## src/rtl/mips_pkg.sv

```systemverilog
// mips_pkg: definitions shared by the MIPS core's EX-stage blocks.
//   - ALUop / Funct decode constants for the R-type path
//   - ALUSel encodings, so ALU control and the mul/div unit decode from one source
//   - state encoding for the iterative multiply/divide FSM
package mips_pkg;

   localparam logic [2:0] ALUOP_RTYPE = 3'b001;

   localparam logic [5:0] FUNCT_MFHI  = 6'b010000;
   localparam logic [5:0] FUNCT_MTHI  = 6'b010001;
   localparam logic [5:0] FUNCT_MFLO  = 6'b010010;
   localparam logic [5:0] FUNCT_MTLO  = 6'b010011;
   localparam logic [5:0] FUNCT_MULT  = 6'b011000;
   localparam logic [5:0] FUNCT_MULTU = 6'b011001;
   localparam logic [5:0] FUNCT_DIV   = 6'b011010;
   localparam logic [5:0] FUNCT_DIVU  = 6'b011011;

   localparam logic [3:0] ALUSEL_AND = 4'b0000;
   localparam logic [3:0] ALUSEL_OR  = 4'b0001;
   localparam logic [3:0] ALUSEL_ADD = 4'b0010;
   localparam logic [3:0] ALUSEL_SUB = 4'b0110;
   localparam logic [3:0] ALUSEL_SLT = 4'b0111;
   localparam logic [3:0] ALUSEL_NOR = 4'b1100;

   typedef enum logic [1:0] {
      ST_IDLE = 2'b00,
      ST_RUN  = 2'b01,
      ST_FIX  = 2'b10
   } mdu_state_t;

endpackage

```

## src/rtl/muldiv_iter.sv

```systemverilog
// muldiv_iter: one combinational iteration of the multiply/divide datapath.
//   mode_div = 0 : shift-add multiply step on {hi,lo}; lo holds the multiplier,
//                  opnd is the multiplicand magnitude.
//   mode_div = 1 : restoring divide step; hi is the partial remainder, lo holds
//                  the dividend shifting out / quotient shifting in, opnd is the
//                  divisor magnitude.
// Ports: mode_div, hi_in[WIDTH:0], lo_in[WIDTH-1:0], opnd[WIDTH-1:0] in;
//        hi_out[WIDTH:0], lo_out[WIDTH-1:0] out.
module muldiv_iter #(
   parameter int WIDTH = 32
) (
   input  logic             mode_div,
   input  logic [WIDTH:0]   hi_in,
   input  logic [WIDTH-1:0] lo_in,
   input  logic [WIDTH-1:0] opnd,
   output logic [WIDTH:0]   hi_out,
   output logic [WIDTH-1:0] lo_out
);

   logic [WIDTH:0]   sum_s;
   logic [WIDTH:0]   shifted_s;
   logic [WIDTH+1:0] trial_s;

   // single iteration: add-and-shift-right for multiply, shift-and-trial-subtract for divide
   always_comb begin
      // hi_in[WIDTH] is always zero in multiply mode, so the add keeps the carry in sum_s[WIDTH]
      sum_s     = hi_in + (lo_in[0] ? {1'b0, opnd} : {(WIDTH+1){1'b0}});
      shifted_s = {hi_in[WIDTH-1:0], lo_in[WIDTH-1]};
      trial_s   = {1'b0, shifted_s} - {2'b00, opnd};
      if (mode_div) begin
         if (trial_s[WIDTH+1]) begin
            // trial went negative: restore, quotient bit 0
            hi_out = shifted_s;
            lo_out = {lo_in[WIDTH-2:0], 1'b0};
         end else begin
            hi_out = trial_s[WIDTH:0];
            lo_out = {lo_in[WIDTH-2:0], 1'b1};
         end
      end else begin
         hi_out = {1'b0, sum_s[WIDTH:1]};
         lo_out = {sum_s[0], lo_in[WIDTH-1:1]};
      end
   end

endmodule

```

## src/rtl/muldiv_unit.sv

```systemverilog
// muldiv_unit: iterative MULT/MULTU/DIV/DIVU with the HI/LO register pair, plus
// MFHI/MFLO read-out and MTHI/MTLO writes.
// Ports: clk, rst_n (async active-low), start, ALUop[2:0], Funct[5:0], A, B in;
//        busy, done (1-cycle), dz (sticky divide-by-zero), HI, LO, Result out.
// Operations take WIDTH+1 edges from acceptance to HI/LO update.
module muldiv_unit
   import mips_pkg::*;
#(
   parameter int WIDTH = 32
) (
   input  logic             clk,
   input  logic             rst_n,
   input  logic             start,
   input  logic [2:0]       ALUop,
   input  logic [5:0]       Funct,
   input  logic [WIDTH-1:0] A,
   input  logic [WIDTH-1:0] B,
   output logic             busy,
   output logic             done,
   output logic             dz,
   output logic [WIDTH-1:0] HI,
   output logic [WIDTH-1:0] LO,
   output logic [WIDTH-1:0] Result
);

   localparam int CW = $clog2(WIDTH);
   localparam logic [CW-1:0] CNT_LAST = CW'(WIDTH - 1);
   localparam logic [CW-1:0] CNT_ONE  = CW'(1);

   mdu_state_t state_r, state_nx_s;

   logic             rtype_s, is_mt_s, is_mul_s, is_div_s, is_signed_s;
   logic             accept_op_s, accept_mt_s;
   logic             load_s, step_s, fix_s;
   logic             a_neg_s, b_neg_s;
   logic [WIDTH-1:0] a_mag_s, b_mag_s;

   logic [CW-1:0]    cnt_r;
   logic [WIDTH:0]   acc_hi_r, iter_hi_s;
   logic [WIDTH-1:0] acc_lo_r, iter_lo_s;
   logic [WIDTH-1:0] opnd_r, a_r;
   logic             mode_div_r, neg_q_r, neg_r_r, div_zero_r;

   logic [2*WIDTH-1:0] prod_s;
   logic [WIDTH-1:0]   quo_s, rem_s, fix_hi_s, fix_lo_s;

   logic             busy_r, done_r, dz_r;
   logic [WIDTH-1:0] hi_r, lo_r;

   // instruction decode and acceptance
   always_comb begin
      is_mt_s     = 1'b0;
      is_mul_s    = 1'b0;
      is_div_s    = 1'b0;
      is_signed_s = 1'b0;
      rtype_s     = start && (ALUop == ALUOP_RTYPE) && !busy_r;
      case (Funct)
         FUNCT_MTHI, FUNCT_MTLO: is_mt_s = 1'b1;
         FUNCT_MULT:  begin is_mul_s = 1'b1; is_signed_s = 1'b1; end
         FUNCT_MULTU: is_mul_s = 1'b1;
         FUNCT_DIV:   begin is_div_s = 1'b1; is_signed_s = 1'b1; end
         FUNCT_DIVU:  is_div_s = 1'b1;
         default:     is_mt_s = 1'b0;
      endcase
      accept_op_s = rtype_s && (is_mul_s || is_div_s);
      accept_mt_s = rtype_s && is_mt_s;
   end

   // operand magnitudes; unsigned ops never count as negative
   always_comb begin
      a_neg_s = is_signed_s && A[WIDTH-1];
      b_neg_s = is_signed_s && B[WIDTH-1];
      a_mag_s = a_neg_s ? -A : A;
      b_mag_s = b_neg_s ? -B : B;
   end

   // FSM state register
   always_ff @(posedge clk or negedge rst_n) begin
      if (!rst_n) state_r <= ST_IDLE;
      else        state_r <= state_nx_s;
   end

   // FSM next-state logic
   always_comb begin
      state_nx_s = state_r;
      case (state_r)
         ST_IDLE: state_nx_s = accept_op_s ? ST_RUN : ST_IDLE;
         ST_RUN:  state_nx_s = (cnt_r == CNT_LAST) ? ST_FIX : ST_RUN;
         ST_FIX:  state_nx_s = ST_IDLE;
         default: state_nx_s = ST_IDLE;
      endcase
   end

   // FSM control outputs
   always_comb begin
      load_s = 1'b0;
      step_s = 1'b0;
      fix_s  = 1'b0;
      case (state_r)
         ST_IDLE: load_s = accept_op_s;
         ST_RUN:  step_s = 1'b1;
         ST_FIX:  fix_s  = 1'b1;
         default: load_s = 1'b0;
      endcase
   end

   muldiv_iter #(.WIDTH(WIDTH)) u_iter (
      .mode_div (mode_div_r),
      .hi_in    (acc_hi_r),
      .lo_in    (acc_lo_r),
      .opnd     (opnd_r),
      .hi_out   (iter_hi_s),
      .lo_out   (iter_lo_s)
   );

   // operand latch and iteration accumulators
   always_ff @(posedge clk or negedge rst_n) begin
      if (!rst_n) begin
         cnt_r      <= {CW{1'b0}};
         acc_hi_r   <= {(WIDTH+1){1'b0}};
         acc_lo_r   <= {WIDTH{1'b0}};
         opnd_r     <= {WIDTH{1'b0}};
         a_r        <= {WIDTH{1'b0}};
         mode_div_r <= 1'b0;
         neg_q_r    <= 1'b0;
         neg_r_r    <= 1'b0;
         div_zero_r <= 1'b0;
      end else if (load_s) begin
         cnt_r      <= {CW{1'b0}};
         acc_hi_r   <= {(WIDTH+1){1'b0}};
         acc_lo_r   <= is_div_s ? a_mag_s : b_mag_s;
         opnd_r     <= is_div_s ? b_mag_s : a_mag_s;
         a_r        <= A;
         mode_div_r <= is_div_s;
         neg_q_r    <= a_neg_s ^ b_neg_s;
         neg_r_r    <= a_neg_s;
         div_zero_r <= (B == {WIDTH{1'b0}});
      end else if (step_s) begin
         cnt_r    <= cnt_r + CNT_ONE;
         acc_hi_r <= iter_hi_s;
         acc_lo_r <= iter_lo_s;
      end
   end

   // sign fix-up of the finished magnitudes; zero divisor overrides the divide result
   always_comb begin
      prod_s = {acc_hi_r[WIDTH-1:0], acc_lo_r};
      if (neg_q_r) prod_s = -prod_s;
      quo_s = neg_q_r ? -acc_lo_r : acc_lo_r;
      rem_s = neg_r_r ? -acc_hi_r[WIDTH-1:0] : acc_hi_r[WIDTH-1:0];
      if (!mode_div_r) begin
         fix_hi_s = prod_s[2*WIDTH-1:WIDTH];
         fix_lo_s = prod_s[WIDTH-1:0];
      end else if (div_zero_r) begin
         fix_hi_s = a_r;
         fix_lo_s = {WIDTH{1'b1}};
      end else begin
         fix_hi_s = rem_s;
         fix_lo_s = quo_s;
      end
   end

   // architectural HI/LO, status flags
   always_ff @(posedge clk or negedge rst_n) begin
      if (!rst_n) begin
         hi_r   <= {WIDTH{1'b0}};
         lo_r   <= {WIDTH{1'b0}};
         busy_r <= 1'b0;
         done_r <= 1'b0;
         dz_r   <= 1'b0;
      end else begin
         busy_r <= (state_nx_s != ST_IDLE);
         done_r <= fix_s;
         // FIX and an MT accept can never coincide: MT needs busy low
         if (fix_s) begin
            hi_r <= fix_hi_s;
            lo_r <= fix_lo_s;
            if (mode_div_r) dz_r <= div_zero_r;
         end else if (accept_mt_s) begin
            if (Funct == FUNCT_MTHI) hi_r <= A;
            else                     lo_r <= A;
         end
      end
   end

   // MFHI/MFLO read-out, combinational from current HI/LO
   always_comb begin
      if ((ALUop == ALUOP_RTYPE) && (Funct == FUNCT_MFHI))      Result = hi_r;
      else if ((ALUop == ALUOP_RTYPE) && (Funct == FUNCT_MFLO)) Result = lo_r;
      else                                                      Result = {WIDTH{1'b0}};
   end

   assign busy = busy_r;
   assign done = done_r;
   assign dz   = dz_r;
   assign HI   = hi_r;
   assign LO   = lo_r;

endmodule

```

## config.mk

```make
export PLATFORM = sky130hd
export DESIGN_NAME = muldiv_unit
export DESIGN_NICKNAME = d
export VERILOG_FILES = /design/src/rtl/mips_pkg.sv /design/src/rtl/muldiv_iter.sv /design/src/rtl/muldiv_unit.sv
export SDC_FILE = /design/constraint.sdc
export NUM_CORES = 1
export LEC_CHECK = 0
export BUFFER_PORTS_ARGS = -buffer_cell sky130_fd_sc_hd__buf_2
export CELL_PAD_IN_SITES_DETAIL_PLACEMENT = 2
export CELL_PAD_IN_SITES_GLOBAL_PLACEMENT = 2
export CORE_MARGIN = 1
export CORE_UTILIZATION = 36
export CTS_CLUSTER_DIAMETER = 100
export CTS_CLUSTER_SIZE = 14
export DETAILED_ROUTE_END_ITERATION = 16
export PLACE_DENSITY = 0.81
export SLEW_MARGIN = 20
export SYNTH_ARGS = -nofsm -noshare
export SYNTH_HDL_FRONTEND = slang
export SYNTH_SLANG_ARGS = --single-unit
export TNS_END_PERCENT = 10
```

## constraint.sdc

```tcl
create_clock -name clk -period 3.9 [get_ports clk]
set_clock_uncertainty 0.1 [all_clocks]
set_input_delay 0.39 -clock clk [delete_from_list [all_inputs] [get_ports clk]]
set_output_delay 0.39 -clock clk [all_outputs]
set_load 0.01 [all_outputs]
```

* Yosys cells after proc, flatten, opt, wreduce, memory -nomap -nowiden *
Index checks and enable logic that the tools add are counted.

operators by class
  add/subtract/negate cells = 8
  eq/ne operators = 13
  muxes and demuxes = 40
  bitwise operators = 1
  reductions and logical operators = 23

operators by type and width
  operator             number
  $mux 32              22
  $mux 33              4
  $neg 32->32          4
  $mux 64              1
  $neg 64->64          1
  $eq 6x5->1 const B   8
  $sub 33x32->34       1
  $add 33x33->33       1
  $logic_not 32->1     1
  $mux 5               2
  $mux 1               9
  $logic_and 1x1->1    8
  $reduce_bool 2->1    4
  $reduce_or 2->1      4
  $reduce_and 2->1     3
  $add 5x1->5 const B  1
  $eq 5x5->1 const B   1
  $pmux 2 s2           1
  $eq 3x1->1 const B   1
  $eq 2x1->1 const B   1
  $eq 2x2->1 const B   1
  $logic_not 2->1      1
  $mux 2               1
  $ne 2x2->1 const B   1
  3 further kinds      3

storage, ports and cells
  register bits after elaboration = 207
  output and inout port bits = 99
  logic and storage cells = 100

* Depth between registers and ports, before layout *
Gate-level depths: netlist (run 1).

  depth after elaboration = 8
  depth in mapped cells = 15

* Cells and area by module *
Synthesis (run 1) repeated with hierarchy kept, for this count alone.

second synthesis, totals
  cell total of the unflattened synthesis = 2332
  area total of the unflattened synthesis = 18684.2 um^2

modules (own cells, without submodules)
  module       times used  cells an instance  area each (um^2)
  muldiv_unit  1           1645               13882.1
  muldiv_iter  1           687                4802.1

* Worst setup path before layout (run 1) *
Ideal clock, no wire load.

  kind = register to register
  from = reg acc_lo_r[0]
  to = reg hi_r[18] (netlist: HI[18])
  library setup time = 0.133 ns
  arrival time = 3.311 ns
  data required time = 3.667 ns
  path slack = 0.356 ns
  stages on the path, launching flop included = 14
  period minus slack after synthesis = 3.544 ns
  path through = dfrtp_1 inv_1 clkbuf_1 ha_1 or3b_2 nor4_1 nand3_1 or4_1 clkbuf_1 clkbuf_1 o41ai_1 xnor2_1 o21ai_1 o21ai_0

between the ends
  cells in the longest elaborated chain, start to end = 4

ends and longest elaborated chain
  item                    RTL line            RTL
  start, declared         muldiv_unit.sv:40   logic [WIDTH-1:0] acc_lo_r, iter_lo_s;
  start signal, assigned  muldiv_unit.sv:121  acc_lo_r <= {WIDTH{1'b0}};
  start signal, assigned  muldiv_unit.sv:131  acc_lo_r <= is_div_s ? a_mag_s : b_mag_s;
  start signal, assigned  muldiv_unit.sv:141  acc_lo_r <= iter_lo_s;
  $neg 64->64             muldiv_unit.sv:148  if (neg_q_r) prod_s = -prod_s;
  $mux 64                 muldiv_unit.sv:148
  $mux 32                 muldiv_unit.sv:151  if (!mode_div_r) begin
  $mux 32                 muldiv_unit.sv:175  if (fix_s) begin
  end signal, assigned    muldiv_unit.sv:166  hi_r <= {WIDTH{1'b0}};
  end signal, assigned    muldiv_unit.sv:176  hi_r <= fix_hi_s;
  end, declared           muldiv_unit.sv:48   logic [WIDTH-1:0] hi_r, lo_r;

No other way between the ends.
A chain may end at the register's enable or synchronous reset.

* Final worst setup path (run 1) *
  from = reg acc_hi_r[10]
  to = reg hi_r[30] (netlist: HI[30])

between the ends
  cells in the longest elaborated chain, start to end = 5
  elaborated cells on any way between the ends = 7

ends and longest elaborated chain
  item                    RTL line            RTL
  start, declared         muldiv_unit.sv:39   logic [WIDTH:0] acc_hi_r, iter_hi_s;
  start signal, assigned  muldiv_unit.sv:120  acc_hi_r <= {(WIDTH+1){1'b0}};
  start signal, assigned  muldiv_unit.sv:130  acc_hi_r <= {(WIDTH+1){1'b0}};
  start signal, assigned  muldiv_unit.sv:140  acc_hi_r <= iter_hi_s;
  $neg 32->32             muldiv_unit.sv:150  rem_s = neg_r_r ? -acc_hi_r[WIDTH-1:0] : acc_hi_r[WIDTH-1:0];
  $mux 32                 muldiv_unit.sv:150
  $mux 32                 muldiv_unit.sv:154  end else if (div_zero_r) begin
  $mux 32 *               muldiv_unit.sv:151
  $mux 32 *               muldiv_unit.sv:175

Every way passes the cells marked *; elsewhere a longest branch is shown, timed or not.

==> results.cfg, run 1 <==
[run_status]
outcome = complete, no violations

[sta]
worst-slew-pin-transition_ns = 0.9935
fin_crit_sh_pct = 98.33
fmax_ghz = 0.2608
setup_viol = 0
max-slew-margin-rel_pct = 33.77
rsz0062_at_grt = true
slew_viol_final = 0
fin_ws_ns = 0.06518
min_period_ns = 3.835
hold_viol = 0

[yosys]
async_flop_share_pct = 100.0
synth_edf_count = 0
yosysWarningCount = 0
dominantRegCellSynth = dfrtp_1
yosysSeqAreaShare_pct = 29.20
syn_nets = 2460
synth_area_um2 = 17740
synth.avg_cell_area_um2 = 7.674
ys_types = 74
synth-seq-cells = 207
synthCells = 2312

[die]
start_util_pct = 36.85
die_x_um = 224
row_count = 80
die_area_um2 = 50180
core_um2 = 48150
ioPinCount = 175
die_height_um = 224

[clock_tree]
clk_pin_slew_ns = 0.08
cts_htree_levels = 1
clockBufferDepth = 3
clockRootBuffer = clkbuf_16
insertion_delay_ns = 0.53
post_cts_buffers = 0
clkSinkCount = 207
cts_made_buffers = 18
cts_tree = done

[detailed_routing]
dr.pass1.iters = 5
vias_per_cell = 6.118
drcViolationCount = 0
drtAntennaViolNets = 0
drt_iter0_markers = 1378
avgRoutedWirePerCell_um = 27.07
vias = 18856
drt-total-wl_um = 83430

[worst_setup_path]
worst-path-max-fanout = 11
critical_path.max_stage_delay_ns = 0.61
crit_top_cell = nor2_1
arrival_ns = 4.17
cp_slowest_cell = or4b_1
path_cells = nor4_1 -> buf_4 -> nand3_1 -> or4_1 -> or4b_1 -> o41ai_1 -> xnor2_1 -> nor2_1 -> a21oi_1 -> nor2_1 -> a31oi_1
worstSetupPathType = register to register
critical_path.endpoint_type = register
crit_required_ns = 4.23
start_kind = register

[placement]
place_area_um2 = 19630
gp_congestion = 0.9287
io_buffers = 174
post-place-ws_ns = 0.1015
hpwl_um = 63410

[power_and_ir_drop]
irDropWorstVdd_mv = 0.3965
p_per_area_nw_per_um2 = 583.7
p_leak_uw = 0.008762

[global_routing]
grt-ovfl-total = 0
grt_max_degree = 82
antenna_found_initial = 1
grt_usage_pct = 32.70
grt_pass1_vias = 20059
grt_pass1_wl_um = 125000

[layout]
final_area_um2 = 20160
drive_gt1_share_pct = 14.39
final_nets = 2572
area_growth_pct = 13.65
diodes = 0
num-fill-cells = 5582

[hold_path]
hold_class = input pin to register

[flow_run]
maxCapViolCount = 0
-- per-stage QoR --
| step | instances | hold slack, ns | setup TNS [ns] | utilization, % | power (uW) |
|---|---|---|---|---|---|
| 2_1_floorplan | 2312 | -0.005591 | 0 | - | 7476 |
| 3_3_place_gp | 3059 | 0.3286 | 0 | 40.76 | 9470 |
| 3_5_place_dp | 3059 | 0.3331 | 0 | 40.76 | 9852 |
| 4_1_cts | 3082 | 0.03339 | 0 | 41.80 | 11680 |
| 5_1_grt | 3082 | 0.05706 | -0.1103 | 41.88 | 12450 |
| 6_report | 3082 | 0.04268 | 0 | 41.88 | 11770 |
-- critical path, delay by kind of cell (launching register included) --
kind | cells | cell delay, ns
flip-flops | 1 | 0.59
buffers and inverters | 1 | 0.20
XOR/XNOR | 1 | 0.17
AO/OA/AOI/OAI | 3 | 0.79
AND/OR/NAND/NOR | 6 | 1.88
-- where the power goes --
| group | internal (uW) | total, uW | leakage, uW | switching (uW) |
|---|---|---|---|---|
| Sequential | 2550 | 3380 | 0.00254 | 824 |
| Combinational | 2620 | 6620 | 0.00598 | 3990 |
| Clock | 871 | 1780 | 0.000240 | 904 |
-- sequential cells by signal, summed over array words and instances (netlist names) --
register and flops:
acc_lo_r 32, cnt_r 5, acc_hi_r 33, busy 1, a_r 32, mode_div_r 1, HI 32, opnd_r 32
done 1, dz 1, neg_q_r 1, neg_r_r 1, div_zero_r 1, LO 32, state_r 2
-- kinds of logic (layout without fill, tap and decap cells) --
kind of cell,after synthesis,after routing,synth area share (%)
AOI/OAI and AO/OA,637,637,22.48
and+or+nand+nor,812,812,20.18
adders and majority gates,72,72,5.162
muxes,133,133,7.546
buffers and inverters,245,359,5.268
xor gates and xnor gates,206,206,10.17
DFF,207,207,29.20
-- synthesized netlist by cell type (13+ instances only) --
master / number / area (um^2)
o21ai_0: 199 / 996.0
nand4_1: 13 / 81.33
or3_1: 21 / 131.4
nor4_1: 16 / 100.1
nor2_1: 217 / 814.5
nand3_1: 45 / 225.2
clkbuf_1: 157 / 589.3
nand2b_1: 16 / 100.1
buf_1: 17 / 63.81
o31ai_1: 36 / 270.3
dfrtp_1: 207 / 5180
xor2_1: 75 / 656.9
nand2_1: 380 / 1426
a21o_1: 32 / 240.2
a32oi_1: 31 / 271.5
ha_1: 70 / 875.8
xnor2_1: 131 / 1147
inv_1: 62 / 232.7
o211ai_1: 60 / 450.4
mux2i_1: 127 / 1271
nor3_1: 33 / 165.2
a21oi_1: 156 / 780.8
a31oi_1: 35 / 219.0
-- path summary, 6_finish.rpt --
kind / startpoint / endpoint / slack, ns / cells after the start
worst max-delay path: acc_hi_r[10] / HI[30] / 0.07 / 11
max in group asynchronous: rst_n / acc_hi_r[23] / 2.45 / 3
worst min register to register: a_r[25] / a_r[25] / 0.38 / 2
min in group asynchronous: rst_n / LO[20] / 0.32 / 2
worst min-delay path: A[17] / a_r[17] / 0.04 / 3
worst max register to register: acc_hi_r[10] / HI[30] / 0.07 / 11
-- cells in the final DEF, fill, tap and decap left out, types with 10 or more instances in the layout --
cell type and n:
o211ai_1 60, a32oi_1 31, nand2_1 380, buf_2 172
nand3_1 43, o31ai_1 34, a31oi_1 35, dfrtp_1 205
xor2_1 75, inv_1 61, nor4_1 14, or4_1 10
nand4_1 13, nand2b_1 15, xnor2_1 131, clkbuf_16 19
ha_1 70, o21ai_0 196, a22o_1 11, buf_4 92
o41ai_1 10, or3_1 21, or2_2 11, mux2i_1 127
nor3_1 33, a21o_1 32, a21oi_1 154, nor2_1 216
-- layer usage --
layer  vias up  global-route usage (%)  routed length [um]
li1       8349                       -                   -
met2       586                   55.02               39450
met4         0                   12.68                3519
met3       187                   4.250                4301
met1      9734                   42.39               36160
met5         -                       0                   0
-- area by class of cell --
class                   instances  area (um^2)  share of cell area (%)
flip-flops and latches        207         5185                   25.72
repair buffers                273         1717                   8.514
clock buffers                  21        483.0                   2.395
multi-input cells            1860        11710                   58.09
well taps                     656        820.8                   4.071
inverters                      64        240.2                   1.191
clock inverters                 1        5.005                 0.02482
-- repair_timing --
action | 4_1_cts | 5_1_grt
gates resized for setup | 0 | 12
endpoints found under the setup margin | 0 | 17
hold buffers | 1 | 0
endpoints found under the hold margin | 74 | 0
Power figures use the tool's default switching activity.
==> inputs of run 2 (changes only) <==
ABC_AREA = 1   (was not set)
CORE_UTILIZATION = 33   (was 36)
PLACE_DENSITY = 0.82   (was 0.81)
==> run 2 against run 1 <==
Combinational power up 34%; total power up 23%; critical path depth up 7; worst hold slack worse by 0.0028 ns; final cell count up 47%; sequential share of layout area down 3.6 points; worst setup slack better by 0.44 ns; utilization down 4.2 points; sequential cell count unchanged; design area up 16%; global-route usage up 4.5 points; highest routed layer unchanged.
==> results.cfg, run 2 <==
[run_status]
outcome = complete, no violations

[placement]
gp_congestion = 0.9746
io_buffers = 174
hpwl_um = 98650

[yosys]
synth-seq-cells = 207
yosys.area.top_type_share_pct = 24.73
yosysSeqAreaShare_pct = 24.73
synthCells = 3569
synth_area_leaders = dfrtp_1, nand2_1, inv_1
syn_nets = 3717
synth_area_um2 = 20950
synth.top_cells.by_count = nand2_1, inv_1, nor2_1
yosysTopAreaCell = dfrtp_1
yosysWarningCount = 0
dominantRegCellSynth = dfrtp_1
async_flop_share_pct = 100.0
ys_types = 61
synth_most_common_cell = nand2_1
synth_edf_count = 0
synth.avg_cell_area_um2 = 5.869

[global_routing]
grt_pass1_vias = 26877
grt_pass1_wl_um = 176800
antenna_found_initial = 4
grt_usage_pct = 37.18
grt_max_degree = 74
grt-ovfl-total = 0

[die]
die_x_um = 253.9
die_height_um = 253.9
die_area_um2 = 64490
row_count = 91
ioPinCount = 175
start_util_pct = 33.70
core_um2 = 62170

[power_and_ir_drop]
p_total_uw = 14530
p_clk_share_pct = 14.9
p_sw_share_pct = 57.54
p_per_area_nw_per_um2 = 619.8
pwr-share-comb_pct = 61.3
switching_power_uw = 8361
intPower_uw = 6170
pwr-share-seq_pct = 23.9
irDropWorstVdd_mv = 0.3068
p_leak_uw = 0.01261

[sta]
fin_crit_sh_pct = 86.94
max-slew-margin-rel_pct = 14.32
setup_viol = 0
hold_viol = 0
fmax_ghz = 0.2949
setup_tns_ns = 0
worst-slew-pin-transition_ns = 1.272
slew_viol_final = 0
rsz0062_at_grt = false
min_period_ns = 3.391

[worst_setup_path]
path_cells = buf_4 -> nand2_1 -> inv_1 -> ha_1 -> inv_1 -> fa_1 -> inv_1 -> nand2_1 -> nand3_1 -> nand2_1 -> nand3_1 -> nand2_1 -> nand3_1 -> nand3_1 -> nand2_1 -> inv_1 -> nand2_1 -> nand2_1
worst-path-max-fanout = 32
worstSetupPathType = register to register
cp_slowest_cell = dfrtp_1
path_buf_inv = 5
arrival_ns = 3.73
crit_required_ns = 4.24
crit_top_cell = nand2_1
path_delay_family = simple AND/OR/NAND/NOR gates
start_kind = register
critical_path.endpoint_type = register
critical_path.max_stage_delay_ns = 0.50

[detailed_routing]
drtAntennaViolNets = 0
drt-total-wl_um = 121500
drt_iter0_markers = 2148
vias_per_cell = 5.720
drcViolationCount = 0
dr.pass1.iters = 5
avgRoutedWirePerCell_um = 26.73
vias = 25987

[layout]
final_common_cell = nand2_1
drive_gt1_share_pct = 9.047
final_cell_mix = nand2_1, inv_1, nor2_1
area_growth_pct = 11.92
fin_util_pct = 37.71
final_nets = 3843
regMostFlops = acc_hi_r
largest_reg_flops = 33

[clock_tree]
cts_tree = done
clk_pin_slew_ns = 0.07
insertion_delay_ns = 0.59
cts_made_buffers = 21
cts_resized = 0
clkSinkCount = 207
clockRootBuffer = clkbuf_16
cts_htree_levels = 1
clockBufferDepth = 3

[flow_run]
maxCapViolCount = 0

[hold_path]
hold_class = input pin to register
-- run 2: cell types whose count changed after synthesis, moves of 23 or more --
cell and change:
nand3_1 +265, o211ai_1 -23, o22ai_1 +65, xor2_1 -27
a21o_1 -30, nand2_1 +740, clkbuf_1 -77, nor2_1 +137
nand4_1 +50, o31ai_1 -34, a21oi_1 -30, xnor2_1 -116
inv_1 +524, mux2i_1 -127
-- run 2: power by group through the flow --
stage               registers (uW)  logic [uW]  clock network [uW]
floorplan                     3000        5610                   0
finish                        3470        8900                2160
CTS                           3420        8750                2160
detailed placement            3450        8680                   0
global route                  3460        9690                2220
global placement              3440        8430                   0
-- run 2: worst register-to-register path: cells and delay by family, from the launching register on --
kind	cells	cell delay, ns
DFF	1	0.50
adders and majority gates	2	0.71
buffers and inverters	5	0.76
and+or+nand+nor	11	1.20
-- run 2: final timing paths --
kind	to	from	cells after the start	slack (ns)
hold reg to reg	a_r[27]	a_r[27]	2	0.39
max in group asynchronous	HI[5]	rst_n	3	2.46
setup / recovery	acc_hi_r[25]	acc_lo_r[0]	18	0.51
min in group asynchronous	HI[25]	rst_n	2	0.29
hold / removal	a_r[2]	A[2]	3	0.04
setup reg to reg	acc_hi_r[25]	acc_lo_r[0]	18	0.51
-- run 2: cell families after synthesis --
group	after synthesis	synth area share, %
buf+inv	727	13.50
xor+xnor	63	2.634
compound gates	559	15.71
simple gates	1941	39.05
fa+ha+maj	72	4.372
flops	207	24.73
-- run 2: metrics by stage --
| stage | hold slack (ns) | cell area (um^2) | instances | setup slack [ns] |
|---|---|---|---|---|
| finish | 0.03989 | 23440 | 4543 | 0.5095 |
| global route | 0.08138 | 23440 | 4542 | 0.3979 |
| CTS | 0.03111 | 23440 | 4540 | 0.5478 |
| detailed placement | 0.3065 | 22780 | 4507 | 0.5976 |
| global placement | 0.3015 | 22780 | 4507 | 0.7689 |
| floorplan | -0.005591 | 20950 | 3569 | 1.411 |
-- run 2: layout make-up --
| cell class | count | area [um^2] |
|---|---|---|
| sequential | 207 | 5182 |
| timing repair buffer | 227 | 1321 |
| tap | 837 | 1047 |
| multi-input combinational | 2635 | 12980 |
| clock buffer | 24 | 546.8 |
| fill | 8031 | 38720 |
| clock inverter | 7 | 93.84 |
| antenna | 3 | 7.507 |
| inverter | 603 | 2266 |
-- run 2: timing repair --
action / 4_1_cts / 5_1_grt
endpoints found under the hold margin: 67 / 0
hold buffers: 2 / 0
setup buffers: 0 / 0
-- run 2: per-layer routing --
layer,GRT usage (%),wire length [um],vias to the layer above
met1,50.67,53300,13144
met3,5.623,8796,219
met4,16.01,5888,0
met5,0,0,-
li1,-,-,11673
met2,58.02,53470,951
